## config.mk

```make
export PLATFORM = sky130hd
export DESIGN_NAME = shift_seq_ctrl
export DESIGN_NICKNAME = d
export VERILOG_FILES = /design/src/rtl/shift_seq_ctrl.sv
export SDC_FILE = /design/constraint.sdc
export NUM_CORES = 1
export LEC_CHECK = 0
export BUFFER_PORTS_ARGS = -buffer_cell sky130_fd_sc_hd__buf_4
export CAP_MARGIN = 15
export CORE_ASPECT_RATIO = 1.5
export CORE_UTILIZATION = 51
export CTS_CLUSTER_SIZE = 12
export DETAILED_ROUTE_END_ITERATION = 7
export GPL_TIMING_DRIVEN = 0
export MAX_ROUTING_LAYER = met4
export PLACE_DENSITY = 0.81
export SLEW_MARGIN = 20
export SYNTH_ARGS = -nofsm -noshare
export SYNTH_HDL_FRONTEND = slang
export SYNTH_SLANG_ARGS = --single-unit
```

## constraint.sdc

```tcl
create_clock -name clk -period 1.6 [get_ports clk]
set_input_delay 0.08 -clock clk [delete_from_list [all_inputs] [get_ports clk]]
set_output_delay 0.08 -clock clk [all_outputs]
set_load 0.03 [all_outputs]
```

## src/rtl/shift_seq_ctrl.sv

```systemverilog
// Shift-register sequencer: parallel load, then shift left or right a programmable
// number of times with a serial fill bit, followed by a one-cycle done pulse.
module shift_seq_ctrl #(
    parameter int unsigned WIDTH = 8,
    parameter int unsigned CNT_W = 4
) (
    input  logic             clk,
    input  logic             rst_n,
    input  logic             start,
    input  logic             leftOrRight,
    input  logic [WIDTH-1:0] d_in,
    input  logic [CNT_W-1:0] count,
    input  logic             ser_in,
    input  logic             abort,
    output logic             ser_out,
    output logic [WIDTH-1:0] out,
    output logic             busy,
    output logic             done
);

    typedef enum logic [1:0] {StIdle, StShift, StDone} state_e;

    state_e           state;
    logic [CNT_W-1:0] remaining;
    logic             dir_right;
    logic [CNT_W-1:0] eff_count;

    // Zero or out-of-range counts mean a full-width transfer.
    always_comb begin
        eff_count = count;
        if (count == '0 || 32'(count) > WIDTH) begin
            eff_count = CNT_W'(WIDTH);
        end
    end

    // Serial output follows the latched direction; forced low while idle.
    always_comb begin
        ser_out = 1'b0;
        if (state != StIdle) begin
            ser_out = dir_right ? out[0] : out[WIDTH-1];
        end
    end

    // Sequencer FSM with registered busy/done.
    always_ff @(posedge clk or negedge rst_n) begin
        if (!rst_n) begin
            state     <= StIdle;
            out       <= '0;
            remaining <= '0;
            dir_right <= 1'b0;
            busy      <= 1'b0;
            done      <= 1'b0;
        end else begin
            unique case (state)
                StIdle: begin
                    done <= 1'b0;
                    // abort is ignored here, so start with abort still launches
                    if (start) begin
                        out       <= d_in;
                        dir_right <= leftOrRight;
                        remaining <= eff_count;
                        busy      <= 1'b1;
                        state     <= StShift;
                    end
                end
                StShift: begin
                    if (abort) begin
                        // Drop the transfer: no shift, contents held, no done pulse.
                        remaining <= '0;
                        busy      <= 1'b0;
                        state     <= StIdle;
                    end else begin
                        if (dir_right) begin
                            out <= {ser_in, out[WIDTH-1:1]};
                        end else begin
                            out <= {out[WIDTH-2:0], ser_in};
                        end
                        remaining <= remaining - 1'b1;
                        if (remaining == CNT_W'(1)) begin
                            done  <= 1'b1;
                            state <= StDone;
                        end
                    end
                end
                StDone: begin
                    done  <= 1'b0;
                    busy  <= 1'b0;
                    state <= StIdle;
                end
                default: begin
                    done  <= 1'b0;
                    busy  <= 1'b0;
                    state <= StIdle;
                end
            endcase
        end
    end

endmodule

```

# Word level (Yosys, flattened, before mapping)
# Index checks and enable logic that the tools add are counted.
# op_classes
magnitude_cmp	1
shifts	0
multipliers	0
n_reduce_logical	11
n_eq_ne	7
n_bitwise	0
div_mod_pow	0
mux	20
add_sub_neg	1
# ops
cell	n
$mux 8	3
$pmux 8 s2	1
$mux 4	3
$reduce_and 2->1	5
$ne 2x2->1 const B	4
$pmux 4 s2	1
$mux 1	7
$mux 2	3
$eq 4x1->1 const B	1
$gt 4x4->1 const B	1
$logic_not 4->1	1
$pmux 2 s2	1
$reduce_bool 2->1	2
$sub 4x1->4 const B	1
$ne 3x3->1 const B	1
$reduce_and 3->1	1
$eq 2x1->1 const B	1
$logic_not 2->1	1
$pmux 1 s2	1
$logic_or 1x1->1	1
# totals
mem_count	0
wordCells	46
ff_bits	17
output_inout_bits	11
romBits	0
ram_bits	0
in_bits	18
latch_bits	0

# Logic depth before layout (Yosys ltp)
# Gate-level depths: netlist of run 1.
# logic_depth
ltp_word	5
depth_mapped	5
depth_no_buf	5

# Least setup slack after synthesis of run 1
# OpenSTA, ideal clock, no wires.
# synth_path
path_kind	reg-to-reg
from	register state[1]
to	register out[0]
period_less_slack_ns	1.463
stages_incl_launch_ff	6
setup_slack_ns	0.137
t_arrival_ns	1.338
required_ns	1.475
setup_ns	0.125
path_buffers	2
path_cell_list	dfrtp_1 > buf_6 > nor2b_4 > buf_4 > mux2_2 > mux2_2
# synth_via
elab_chain_len	3
word_cells_on_any_way	7
cone_classes	eq/ne: 3; mux: 1; reduce/logical: 3
# synth_rtl
item	line	rtl
start: declaration	23	state_e state;
start signal: assignment	47	state <= StIdle;
start signal: assignment	63	state <= StShift;
start signal: assignment	71	state <= StIdle;
$eq 2x1->1 / $logic_not 2->1 (equally long branches)	54	unique case (state)
$ne 2x2->1 (no line) / $reduce_bool 2->1 (equally long branches)	n/a	
$reduce_and 3->1 (no line)	n/a	
end signal: assignment	59	out <= d_in;
end signal: assignment	74	out <= {ser_in, out[WIDTH-1:1]};
end signal: assignment	76	out <= {out[WIDTH-2:0], ser_in};
end: declaration	16	output logic [WIDTH-1:0] out,
# Several ways; a longest one is shown, not always the timed one.
# A chain may end at the register's enable or synchronous reset.

# Worst setup path after layout of run 1
# layout_path
from	register state[1]
to	register out[6]
# The elaborated chain is that of the path after synthesis.

==> results of run 1 <==
==> routing by layer <==
metal | routed length, um | GRT usage (%)
met5 | 0 | -
met4 | 36 | 9.360
met2 | 1130 | 37.38
met1 | 801 | 22.80
met3 | 66 | 3.502
==> registers in the layout, summed over array words and instances (netlist names) <==
signal / cells
remaining: 4
state: 2
dir_right: 1
busy: 1
out: 8
done: 1
==> cells by family (layout without fill, tap and decap cells) <==
family	Yosys count	in the layout	synth area share (%)
muxes	26	26	28.23
and+or+nand+nor	18	18	10.65
DFF	17	17	40.67
AOI/OAI and AO/OA	16	16	12.32
buffers and inverters	9	42	5.742
adders and majority gates	2	2	2.392
==> area by class of cell <==
type | instances | area [um2]
inverters | 5 | 18.77
well taps | 21 | 26.28
clock inverters | 1 | 5.005
fillers | 141 | 553.0
flip-flops and latches | 17 | 426.7
clock buffers | 3 | 22.52
plain buffers | 4 | 45.04
multi-input cells | 62 | 560.5
repair buffers | 29 | 220.2
==> critical path: stages, from the launching register on <==
cell	delay [ns]
sky130_fd_sc_hd__dfrtp_1	0.38
sky130_fd_sc_hd__buf_6	0.14
sky130_fd_sc_hd__nor2b_4	0.14
sky130_fd_sc_hd__buf_6	0.17
sky130_fd_sc_hd__mux2_2	0.33
sky130_fd_sc_hd__mux2_2	0.25
==> metrics by stage <==
stage,power (uW),std cells
2_1_floorplan,1956,88
3_3_place_gp,2361,137
3_5_place_dp,2414,137
4_1_cts,2640,142
5_1_grt,2799,142
6_report,2628,142
==> power by group <==
group          leakage [uW]  internal, uW  total, uW  switching [uW]
Clock             0.0000177          92.9        226             133
Combinational      0.000388           832       1580             749
Sequential         0.000206           631        822             191
Total              0.000612          1560       2630            1070
==> Yosys cell counts (all sizes together) <==
cell     number
or3b          2
mux2i         1
ha            2
nor3          2
nor2          4
a21oi         3
nand2b        4
o21a          2
a211o         1
or2b          1
dfrtp        17
inv           5
o21bai        4
o32a          3
buf           4
nor3b         2
mux2         25
o21ai         2
o2bb2ai       1
nand2         2
nor2b         1
==> how the worst max path moves through the flow <==
stage / start / end / slack (ns)
after floorplan: state[1] / out[0] / 0.14
after global placement: state[1] / out[5] / 0.05
after global routing: state[0] / out[0] / 0.03
final: state[1] / out[6] / 0.08
after CTS: state[0] / out[2] / 0.02
after detailed placement: state[1] / out[2] / 0.03
==> what timing repair did <==
action | in CTS | in global routing
endpoints found under the hold margin | 17 | 0
resized for setup | 0 | 2
buffers inserted | 0 | 0
hold buffers | 1 | 0
setup endpoints to repair | 0 | 8
==> key figures, run 1 <==
Outcome
  • Result of the run: complete, no violations

STA
  • Max-Slew Margin vs Limit: between 70% and 80%
  • RSZ-0062 raised after global routing: no
  • Peak clock frequency supported by timing: 656.3 MHz
  • Maximum clock skew at final layout: 0.01014 ns
  • Final Hold Violating Endpoints: 0
  • Pins over their slew limit: 0
  • Final setup slack of the worst path: 0.07640 ns
  • Hold Worst Slack: about 0.018 ns
  • Count of endpoints failing setup in the final report: 0
  • Time the final worst path needs with I/O delays and setup: 1.524 ns
  • Worst-Margin Slew: approximately 0.45 ns
  • Post-route fraction of the period consumed by the critical path: between 90% and 100%
  • Final setup TNS: 0 ns

Min path
  • Endpoint with the worst hold slack: dir_right
  • Class of the tightest hold or removal check: primary input to flip-flop
  • Source of the worst hold timing path: leftOrRight
  • Hold path cells: 2

Setup path
  • CP Max Fanout: 10
  • Critical path data required time: 1.78 ns
  • RR Startpoint: state[1]
  • Critical register-to-register path endpoint: out[6]
  • Setup slack, reg-to-reg: 0.08 ns
  • R2R cell count: 5
  • Kind of end point of the critical path: flip-flop
  • Worst EP arrival: around 1.7 ns
  • Path type of the worst setup path: flip-flop to flip-flop
  • CP Launch Type: flip-flop

Pwr
  • Peak supply drop: around 0.0014 V
  • Total power divided by cell area: approximately 2000 nW/um2
  • P_leak: around 0.0006 uW

Global routing
  • Initial antenna violation count: 0
  • Via count of the first global-routing pass: between 800 and 900
  • Pin count of the biggest net entering global routing: 18
  • Grt total ovfl: 0
  • Overall routing resource usage: roughly 22%
  • Global-route wire length before repair: around 3300 um

Die
  • Core ar.: 1878 um2
  • Die boundary width: just under 40 um
  • Boundary Pins: 29
  • Floorplan row count: 19
  • Vertical die dimension: roughly 57 um
  • Starting Density: a little under three fifths
  • Die ar.: 2240 um2

Logic synthesis
  • Net count of the mapped netlist: around 110
  • Syn Inst Count: 88
  • Synthesized cell area: 1046 um2
  • Mean Syn Cell Area: 11.89 um2
  • Synth Register Bits: 17
  • Yosys warnings: 0
  • Proportion of synthesized chip area in sequential cells: between 40% and 50%
  • Number of different library cells in the post-synthesis netlist: 26
  • Ranking of synthesized cells by area: sky130_fd_sc_hd__dfrtp_1 41%, sky130_fd_sc_hd__mux2_2 18%, sky130_fd_sc_hd__mux2_1 7.5%
  • Area share of the largest cell type after synthesis: around two fifths
  • Yosys top cell by area: sky130_fd_sc_hd__dfrtp_1

Place
  • Count of input and output buffers: 28
  • Area of placed instances: 1282 um2
  • DPL Wire Length: roughly 1600 um
  • Dpl ws: approximately 0.029 ns
  • Routability-driven placement congestion ratio: around 0.69

Clocking
  • Clock tree from TritonCTS: done
  • Insertion delay to the later sink of the worst-skew pair: 0.29 ns
  • # H-tree levels: 1
  • Maximum number of buffers from clock root to sink: 2
  • Number of buffers added by the clock tree synthesis step: 3
  • Clock tree sinks: 17
  • Root buffer cell: sky130_fd_sc_hd__clkbuf_4
  • Clock transition at the registers of the reported paths: 0.10 ns

Detailed routing
  • Final WL: 2036 um
  • Via count: around 800
  • Per-cell via count in the routed design: approximately 5.6
  • Antenna-violating nets left: 0
  • Number of design rule violations left after detail routing: 0
  • Number of DRC markers after the initial detailed-route iteration: 21
  • Routed wirelength normalized by instance count: about 14 um
  • Number of optimization iterations in the first detailed-route pass: 4

Cells and area
  • Most frequent standard cell in the layout excluding fill and tap cells: sky130_fd_sc_hd__buf_4
  • Layout overhead on the synthesized area: 26.67%
  • Post-layout net count: around 140
  • Share of layout cells above drive strength 1: between 40% and 50%
  • Fin util: approximately 70%
  • Commonest non-fill, non-tap cells in the layout: 28 x sky130_fd_sc_hd__buf_4, 17 x sky130_fd_sc_hd__mux2_2, 16 x sky130_fd_sc_hd__dfrtp_1, 7 x sky130_fd_sc_hd__mux2_1, 5 x sky130_fd_sc_hd__inv_1
  • Fin area: between 1000 and 1500 um2
  • Final antenna diode count: 0

Job
  • Count of max-cap constraint violations: 0
Power figures use the tool's default switching activity.
==> run 2, diff against run 1 <==
Settings changed: ABC_AREA set to 1.
==> run 2 against run 1 <==
Against the previous run:
- worst hold slack better by 0.0054 ns
- via count up 31%
- routed wire length up 22%
- critical endpoint is now ser_out
- highest routed layer unchanged
==> key figures, run 2 <==
Clocking
  • Clock transition at the registers of the reported paths: between 0.1 and 0.15 ns
  • Root buffer cell: sky130_fd_sc_hd__clkbuf_4
  • Number of buffers added by the clock tree synthesis step: 3
  • Maximum number of buffers from clock root to sink: 2
  • Insertion delay to the later sink of the worst-skew pair: roughly 0.31 ns
  • # H-tree levels: 1
  • Number of setup buffers added after CTS: 0
  • Clock tree sinks: 17
  • Clock tree from TritonCTS: done

Logic synthesis
  • Synthesized cell area: approximately 1100 um2
  • Yosys top cell by area: sky130_fd_sc_hd__dfrtp_1
  • Ranking of synthesized cells by instance count: 51 x sky130_fd_sc_hd__nand2_1, 17 x sky130_fd_sc_hd__dfrtp_1, 17 x sky130_fd_sc_hd__inv_1
  • Yosys warnings: 0
  • Synth Register Bits: 17
  • Mean Syn Cell Area: around 7.5 um2
  • Proportion of synthesized chip area in sequential cells: between 30% and 40%
  • Ranking of synthesized cells by area: sky130_fd_sc_hd__dfrtp_1 40%, sky130_fd_sc_hd__nand2_1 18%, sky130_fd_sc_hd__inv_1 6.0%
  • Syn Inst Count: between 100 and 150
  • Area share of the largest cell type after synthesis: about 40%
  • Number of different library cells in the post-synthesis netlist: 23
  • Leading cell type by number of instances after synthesis: sky130_fd_sc_hd__nand2_1
  • Number of enable-type register cells in the synthesized netlist: 0
  • Share of async-settable or async-resettable flops after synthesis: between 90% and 100%
  • Net count of the mapped netlist: about 160
  • Most common flop cell mapped by yosys: sky130_fd_sc_hd__dfrtp_1

Setup path
  • Critical path data required time: roughly 1.5 ns
  • Worst path cell trace: inv_1 > o21ai_0 > a21oi_1 > buf_4
  • Cell family contributing the most delay on the critical path: flip-flops
  • RR Startpoint: remaining[1]
  • Launch point of the worst path: dir_right
  • Worst EP arrival: 1.33 ns
  • Kind of end point of the critical path: output pin
  • CP max stage delay: between 0.4 and 0.5 ns
  • CP Launch Type: flip-flop
  • Count of buffering cells on the critical path with inverters included: 2
  • CP Max Fanout: 6
  • Path type of the worst setup path: flip-flop to output pin
  • CP max stage cell: sky130_fd_sc_hd__dfrtp_1

Global routing
  • Via count of the first global-routing pass: about 1,100
  • Overall routing resource usage: between 20% and 30%
  • Grt total ovfl: 0
  • Pin count of the biggest net entering global routing: 18
  • Initial antenna violation count: 0
  • Global-route wire length before repair: ~4300 um

STA
  • Pins over their slew limit: 0
  • Count of endpoints failing setup in the final report: 0
  • Final Hold Violating Endpoints: 0
  • Hold Worst Slack: 0.02368 ns
  • Final setup TNS: 0 ns
  • Time the final worst path needs with I/O delays and setup: ~1.4 ns
  • Maximum clock skew at final layout: around 0.0074 ns
  • Worst-Margin Slew: between 0.3 and 0.4 ns
  • RSZ-0062 raised after global routing: no
  • Max-Slew Margin vs Limit: between 70% and 80%
  • Peak clock frequency supported by timing: around 700 MHz
  • Post-route fraction of the period consumed by the critical path: between 80% and 90%

Cells and area
  • Flip-flop count of the largest register after layout: 8
  • Reg with most FFs: out
  • Final non-filler cell total: approximately 200
  • Biggest regs: out: 8 flops, remaining: 4 flops, state: 2 flops
  • Final antenna diode count: 0
  • Number of fillers in the final layout: 170
  • Post-layout net count: between 150 and 200
  • Layout overhead on the synthesized area: 26.55%
  • Commonest non-fill, non-tap cells in the layout: 51 x sky130_fd_sc_hd__nand2_1, 29 x sky130_fd_sc_hd__buf_4, 17 x sky130_fd_sc_hd__inv_1, 17 x sky130_fd_sc_hd__dfrtp_1, 10 x sky130_fd_sc_hd__o21ai_0
  • Share of layout cells above drive strength 1: a little over a quarter
  • Most frequent standard cell in the layout excluding fill and tap cells: sky130_fd_sc_hd__nand2_1

Die
  • Die ar.: 2289 um2
  • Starting Density: 56.25%
  • Core ar.: 1902 um2
  • Boundary Pins: 29
  • Die boundary width: 39.40 um
  • Floorplan row count: 19
  • Vertical die dimension: roughly 58 um

Min path
  • Class of the tightest hold or removal check: primary input to flip-flop
  • Source of the worst hold timing path: leftOrRight

Detailed routing
  • Routed wirelength normalized by instance count: ~13 um
  • Antenna-violating nets left: 0
  • Number of optimization iterations in the first detailed-route pass: 4
  • Per-cell via count in the routed design: ~5.3
  • Number of DRC markers after the initial detailed-route iteration: 22
  • Number of design rule violations left after detail routing: 0
  • Via count: 1,050
  • Final WL: around 2500 um

Pwr
  • Peak supply drop: ~0.0010 V
  • P_leak: between 0.0007 and 0.0008 uW
  • Total power divided by cell area: slightly below 2000 nW/um2

Job
  • Count of max-cap constraint violations: 0

Outcome
  • Result of the run: complete, no violations

Place
  • Count of input and output buffers: 28
  • DPL Wire Length: approximately 1900 um
  • Number of placed instances with taps included: 191
  • Routability-driven placement congestion ratio: between 0.7 and 0.8
## run 2: cell count changes in the layout (fill, tap and decap cells not counted), moves of 3 or more
cell | previous run | this run
sky130_fd_sc_hd__nand2_1 | 2 | 51
sky130_fd_sc_hd__o21ai_0 | 0 | 10
sky130_fd_sc_hd__mux2_2 | 17 | 0
sky130_fd_sc_hd__mux2_1 | 7 | 0
sky130_fd_sc_hd__o21ai_2 | 0 | 3
sky130_fd_sc_hd__nand3_1 | 0 | 9
sky130_fd_sc_hd__o32a_1 | 3 | 0
sky130_fd_sc_hd__o21bai_1 | 4 | 0
sky130_fd_sc_hd__nand2b_1 | 4 | 0
sky130_fd_sc_hd__inv_1 | 5 | 17
sky130_fd_sc_hd__o211ai_1 | 0 | 7
## run 2: cell families after synthesis
group | share of synthesized area [%]
XOR/XNOR | 0.8189
AND/OR/NAND/NOR | 31.23
AO/OA/AOI/OAI | 15.32
flip-flops | 39.77
buffers and inverters | 10.53
adder cells (fa/ha/maj) | 2.339
## run 2: final timing paths
path                           endpoint  slack [ns]  depth (start not counted)
hold reg to reg                    busy        0.48                          2
hold / removal                dir_right        0.02                          3
min in group asynchronous        out[6]        0.16                          2
max in group asynchronous  remaining[0]        1.24                          2
setup reg to reg                   done        0.35                          5
setup / recovery                ser_out        0.19                          4
## run 2: layer usage
metal  track usage [%]  vias to the layer above  share of wire, %
met3             3.448                       11               3.8
met1             25.95                      483                36
met2             50.71                       31                57
li1                  -                      525                 -
met4             12.81                        0               3.3
met5                 -                        -                 0
## run 2: layout make-up
class | instances | area, um2 | area share [%]
clock buffer | 3 | 22.52 | 1.664
sequential | 17 | 425.4 | 31.42
buffer | 4 | 41.29 | 3.050
inverter | 19 | 71.32 | 5.268
multi-input combinational | 102 | 531.8 | 39.28
clock inverter | 1 | 5.005 | 0.3697
timing repair buffer | 30 | 230.2 | 17.01
tap | 21 | 26.28 | 1.941
## run 2: worst reg2reg max path, cell delays in order (launching register included)
cell                      delay (ns)
sky130_fd_sc_hd__dfrtp_1        0.39
sky130_fd_sc_hd__inv_1          0.10
sky130_fd_sc_hd__ha_1           0.17
sky130_fd_sc_hd__nor3b_1        0.31
sky130_fd_sc_hd__nand2_1        0.09
sky130_fd_sc_hd__a21oi_1        0.14
## run 2: metrics by stage
stage / util, % / total power, uW / setup WS [ns] / area, um2
2_1_floorplan: - / 1952 / 0.3693 / 1070
3_3_place_gp: 68.68 / 2394 / 0.3870 / 1306
3_5_place_dp: 68.68 / 2450 / 0.3467 / 1306
4_1_cts: 71.18 / 2694 / 0.1759 / 1354
5_1_grt: 71.18 / 2908 / 0.1008 / 1354
6_report: 71.18 / 2684 / 0.1916 / 1354
## run 2: where the power goes
group          leakage, uW  switching, uW  total [uW]  internal (uW)
combinational     0.000510           1010        1640            627
sequential        0.000213            175         797            622
clock            0.0000177            152         245           93.5
## run 2: timing repair
item / in CTS / in global routing
hold buffers: 2 / 0
endpoints found under the hold margin: 18 / 0
gates resized for setup: 0 / 0
